$ cat config.mk
export PLATFORM = sky130hd
export DESIGN_NAME = weight_mem_loader
export DESIGN_NICKNAME = d
export VERILOG_FILES = /design/src/rtl/weight_mem_loader.sv
export SDC_FILE = /design/constraint.sdc
export NUM_CORES = 1
export LEC_CHECK = 0
export BUFFER_PORTS_ARGS = -buffer_cell sky130_fd_sc_hd__buf_2
export CELL_PAD_IN_SITES_DETAIL_PLACEMENT = 1
export CELL_PAD_IN_SITES_GLOBAL_PLACEMENT = 2
export CORE_UTILIZATION = 25
export DETAILED_ROUTE_END_ITERATION = 10
export GPL_TIMING_DRIVEN = 0
export MAX_ROUTING_LAYER = met4
export PLACE_DENSITY = 0.7
export SLEW_MARGIN = 20
export SYNTH_ARGS = -nofsm -noshare
export SYNTH_HDL_FRONTEND = slang
export SYNTH_SLANG_ARGS = --single-unit
$ cat constraint.sdc
create_clock -name clk -period 2.1 [get_ports clk]
set_clock_uncertainty 0.15 [all_clocks]
set_input_delay 0 -clock clk [delete_from_list [all_inputs] [get_ports clk]]
set_output_delay 0 -clock clk [all_outputs]
set_load 0.005 [all_outputs]
$ cat src/rtl/weight_mem_loader.sv
// Weight memory loader: turns a counted valid/ready burst into sequential
// write strobes for the weight memory of one selected (layer, neuron).
module weight_mem_loader #(
    parameter int addressWidth = 10,
    parameter int dataWidth    = 16,
    parameter int selWidth     = 8
) (
    input  logic                    clk,
    input  logic                    rst_n,
    input  logic                    cfg_start,
    input  logic                    cfg_abort,
    input  logic [selWidth-1:0]     cfg_layer,
    input  logic [selWidth-1:0]     cfg_neuron,
    input  logic [addressWidth:0]   cfg_count,
    input  logic                    s_valid,
    input  logic [dataWidth-1:0]    s_data,
    output logic                    s_ready,
    output logic                    wen,
    output logic [addressWidth:0]   waddr,
    output logic [dataWidth-1:0]    win,
    output logic [selWidth-1:0]     layer_sel,
    output logic [selWidth-1:0]     neuron_sel,
    output logic                    busy,
    output logic                    done,
    output logic                    err,
    output logic [addressWidth:0]   wcount
);

    typedef enum logic [1:0] {S_IDLE, S_LOAD, S_ERR} state_t;

    localparam logic [addressWidth:0] DEPTH = {1'b1, {addressWidth{1'b0}}};
    localparam logic [addressWidth:0] ONE   = {{addressWidth{1'b0}}, 1'b1};

    state_t                  r_state;
    state_t                  w_next;
    logic                    r_ready;
    logic                    r_wen;
    logic [addressWidth:0]   r_waddr;
    logic [dataWidth-1:0]    r_win;
    logic [selWidth-1:0]     r_layer;
    logic [selWidth-1:0]     r_neuron;
    logic                    r_busy;
    logic                    r_done;
    logic                    r_err;
    logic [addressWidth:0]   r_wcount;
    logic [addressWidth:0]   r_count;
    logic [addressWidth:0]   r_ptr;

    logic                    w_accept;
    logic                    w_last;
    logic                    w_bad;
    logic                    w_start;

    assign w_accept = s_valid && r_ready;
    assign w_last   = w_accept && ((r_ptr + ONE) == r_count);
    assign w_bad    = (cfg_count == '0) || (cfg_count > DEPTH);
    assign w_start  = cfg_start && (r_state != S_LOAD);

    always_ff @(posedge clk) begin
        if (!rst_n) r_state <= S_IDLE;
        else        r_state <= w_next;
    end

    always_comb begin
        w_next = r_state;
        unique case (r_state)
            S_IDLE, S_ERR: begin
                if (cfg_start) w_next = w_bad ? S_ERR : S_LOAD;
            end
            S_LOAD: begin
                if (w_last || cfg_abort) w_next = S_IDLE;
            end
            default: w_next = S_IDLE;
        endcase
    end

    // Registered outputs; the write lands one cycle after its accepted beat.
    always_ff @(posedge clk) begin
        if (!rst_n) begin
            r_ready  <= 1'b0;
            r_wen    <= 1'b0;
            r_waddr  <= '0;
            r_win    <= '0;
            r_layer  <= '0;
            r_neuron <= '0;
            r_busy   <= 1'b0;
            r_done   <= 1'b0;
            r_err    <= 1'b0;
            r_wcount <= '0;
            r_count  <= '0;
            r_ptr    <= '0;
        end else begin
            r_ready <= (w_next == S_LOAD);
            r_busy  <= (w_next == S_LOAD);
            r_wen   <= w_accept;
            r_done  <= w_last;
            if (w_accept) begin
                r_waddr  <= r_ptr;
                r_win    <= s_data;
                r_ptr    <= r_ptr + ONE;
                r_wcount <= r_wcount + ONE;
            end
            if (w_start) begin
                r_layer  <= cfg_layer;
                r_neuron <= cfg_neuron;
                r_count  <= cfg_count;
                r_ptr    <= '0;
                r_wcount <= '0;
                r_err    <= w_bad;
            end
        end
    end

    assign s_ready    = r_ready;
    assign wen        = r_wen;
    assign waddr      = r_waddr;
    assign win        = r_win;
    assign layer_sel  = r_layer;
    assign neuron_sel = r_neuron;
    assign busy       = r_busy;
    assign done       = r_done;
    assign err        = r_err;
    assign wcount     = r_wcount;

endmodule

==> flow_summary.json <==
{
  "dp_cells": 702,
  "irDropWorstVdd_uv": 317,
  "final_hold_viol_count": 0,
  "synth-seq-cells": 82,
  "root_buffer": "clkbuf_16",
  "cts_tree": "done",
  "grt_pass1_vias": 3514,
  "rsz0062_at_grt": "no",
  "ant_nets": 0,
  "hp-class": "in2reg",
  "io_buffers": 106,
  "fill_cells": 1636,
  "synth.avg_cell_area_um2": 8.07,
  "clockBufferDepth": 2,
  "path_clk_slew_ps": 60,
  "wl_um": 10400,
  "htree_num_levels": 3,
  "setup_viol": 0,
  "worst-setup-path-type": "reg2reg",
  "die_h_um": 118,
  "rows": 42,
  "drc_errors": 0,
  "layout.cells.non_filler": 759,
  "routedWlPerCell_um": 13.8,
  "initial_utilization": 0.256,
  "via_count": 3380,
  "postSynthCellCount": 420,
  "synth_fp_nets": 470,
  "power.leakage_nw": 1.99,
  "fin_crit_sh": 0.935,
  "globalRouteTotalUtil": 0.161,
  "cp.arrival_ps": 2030,
  "dp_hpwl_um": 7470,
  "viasPerCell": 4.45,
  "ff_latch_area_um2": 1650,
  "cts_buffers": 9,
  "power_mw": 3.38,
  "pin_count": 107,
  "grt_first_pass_wirelength_um": 17300,
  "drive_gt1_frac": 0.235,
  "layout_commonest_cell": "nand2_1",
  "clock_latency_ps": 340,
  "tightest_slew_ps": 669,
  "status": "finished clean",
  "antenna_found_initial": 0,
  "multiInputGateArea_um2": 1630,
  "die-area_um2": 14000,
  "start_kind": "flop",
  "worstSetupEndpointType": "flop",
  "max_freq_mhz": 509,
  "maxSlewHeadroom": 0.554,
  "drv_slew": 0,
  "syn_to_final_growth_pct": 43.6,
  "maxCapViolCount": 0,
  "mostFrequentLayoutCells": "nand2_1 (125), buf_2 (108), dfxtp_1 (79)",
  "cts_setup_buffers": 0,
  "core_area_um2": 13200,
  "period_needed_ps": 1960,
  "seq_area_frac_synth": 0.484,
  "cp_max_fo": 10,
  "synth_warnings": 0,
  "firstDrtPassIters": 4,
  "finalNetCount": 632,
  "grt_max_degree": 12,
  "netlist_area_um2": 3390,
  "required_ps": 2170,
  "powerDensity_nw_per_um2": 694,
  "die_w_um": 118,
  "clock-sinks": 82,
  "ys_types": 43,
  "drtIter0Drc": 129,
  "n_antenna_cell": 0,
  "gp_congestion": 0.710,
  "grt_overflow_total": 0
}
[state kept, by name (all words and copies together), names as in the netlist]
name	flops
done	1
busy	1
layer_sel	8
r_count	11
waddr	11
wcount	11
win	16
neuron_sel	8
r_state	2
err	1
r_ptr	11
wen	1
[power by group]
group / internal, mW / total (mW) / switching, mW
registers: 1.60 / 1.63 / 0.0276
logic: 0.172 / 0.347 / 0.175
clock network: 0.805 / 1.40 / 0.595
[final timing paths]
| path | from | to | slack, ps | cells after the start |
|---|---|---|---|---|
| setup reg to reg | r_ptr[3] | r_state[0] | 140 | 7 |
| setup / recovery | r_ptr[3] | r_state[0] | 140 | 7 |
| hold reg to reg | waddr[0] | waddr[0] | 300 | 2 |
| hold / removal | s_valid | waddr[8] | 170 | 5 |
[critical path, stage by stage, from the launching register on]
cell and delay, ps:
dfxtp_1 310, buf_4 160, nand4_2 110, buf_2 190, or3_4 390, a21o_1 180, a211oi_2 240, a21boi_1 110
[synth_stat cells]
cell	number	area, um2
nor4_1	3	18.8
mux2i_1	1	10.0
o211ai_1	2	15.0
nand3_1	7	35.0
nand2b_1	2	12.5
xor2_1	13	114
or3_4	1	11.3
and2_1	2	12.5
a21boi_1	2	15.0
buf_4	4	30.0
buf_2	3	15.0
nor2_1	22	82.6
a32oi_2	1	16.3
or2_2	1	6.26
or4_1	1	7.51
inv_1	3	11.3
clkbuf_1	18	67.6
o21ai_0	6	30.0
a221oi_1	1	8.76
nor3_1	5	25.0
nand4b_1	2	17.5
a211oi_1	1	7.51
a31o_2	1	8.76
nand4_2	1	12.5
ha_1	2	25.0
o21bai_1	1	7.51
o21a_1	2	15.0
or4b_1	1	10.0
nand3b_1	1	7.51
and3_1	4	25.0
o21ba_2	1	10.0
a211oi_2	2	25.0
a2111oi_0	1	8.76
nand4_1	7	43.8
nand2_1	125	469
or3_1	5	31.3
and4b_1	1	10.0
dfxtp_1	82	1640
a21oi_1	62	310
xnor2_1	15	131
a21o_1	1	7.51
buf_1	3	11.3
and4_1	1	8.76
[stage by stage]
step	utilization	setup WS (ps)	TNS (ps)	hold WS (ps)	instance area [um2]
after CTS	0.367	25.1	0	182	4860
after floorplan	-	58.7	0	-36.5	3390
after global placement	0.313	-290	-975	90.4	4140
after global routing	0.368	19.4	0	238	4870
final	0.368	136	0	174	4870
after detailed placement	0.313	-363	-1350	99.3	4140
[area by class of cell]
class	instances	share of cell area
flip-flops and latches	82	0.338
multi-input cells	307	0.334
repair buffers	152	0.204
clock buffers	11	0.0499
well taps	176	0.0452
plain buffers	27	0.0262
inverters	3	0.00231
clock inverters	1	0.00103
[routing by layer]
layer,track usage,part of all wire,vias up
li1,-,-,1722
met1,0.189,0.47,1577
met2,0.269,0.48,69
met3,0.0338,0.035,12
met4,0.0657,0.013,0
met5,-,0,-
[repair_timing]
item / CTS / global route
gates resized for setup: 4 / 5
pin swaps: 0 / 2
setup endpoints to repair: 5 / 3
hold endpoints to repair: 50 / 0
hold buffers: 46 / 0
[logic make-up after synthesis]
family                   share of synthesized area
AO/OA/AOI/OAI                                0.143
XOR/XNOR                                    0.0724
adder cells (fa/ha/maj)                    0.00738
buffers and inverters                       0.0399
flip-flops                                   0.484
multiplexers                               0.00295
AND/OR/NAND/NOR                              0.250
Power figures use the tool's default switching activity.
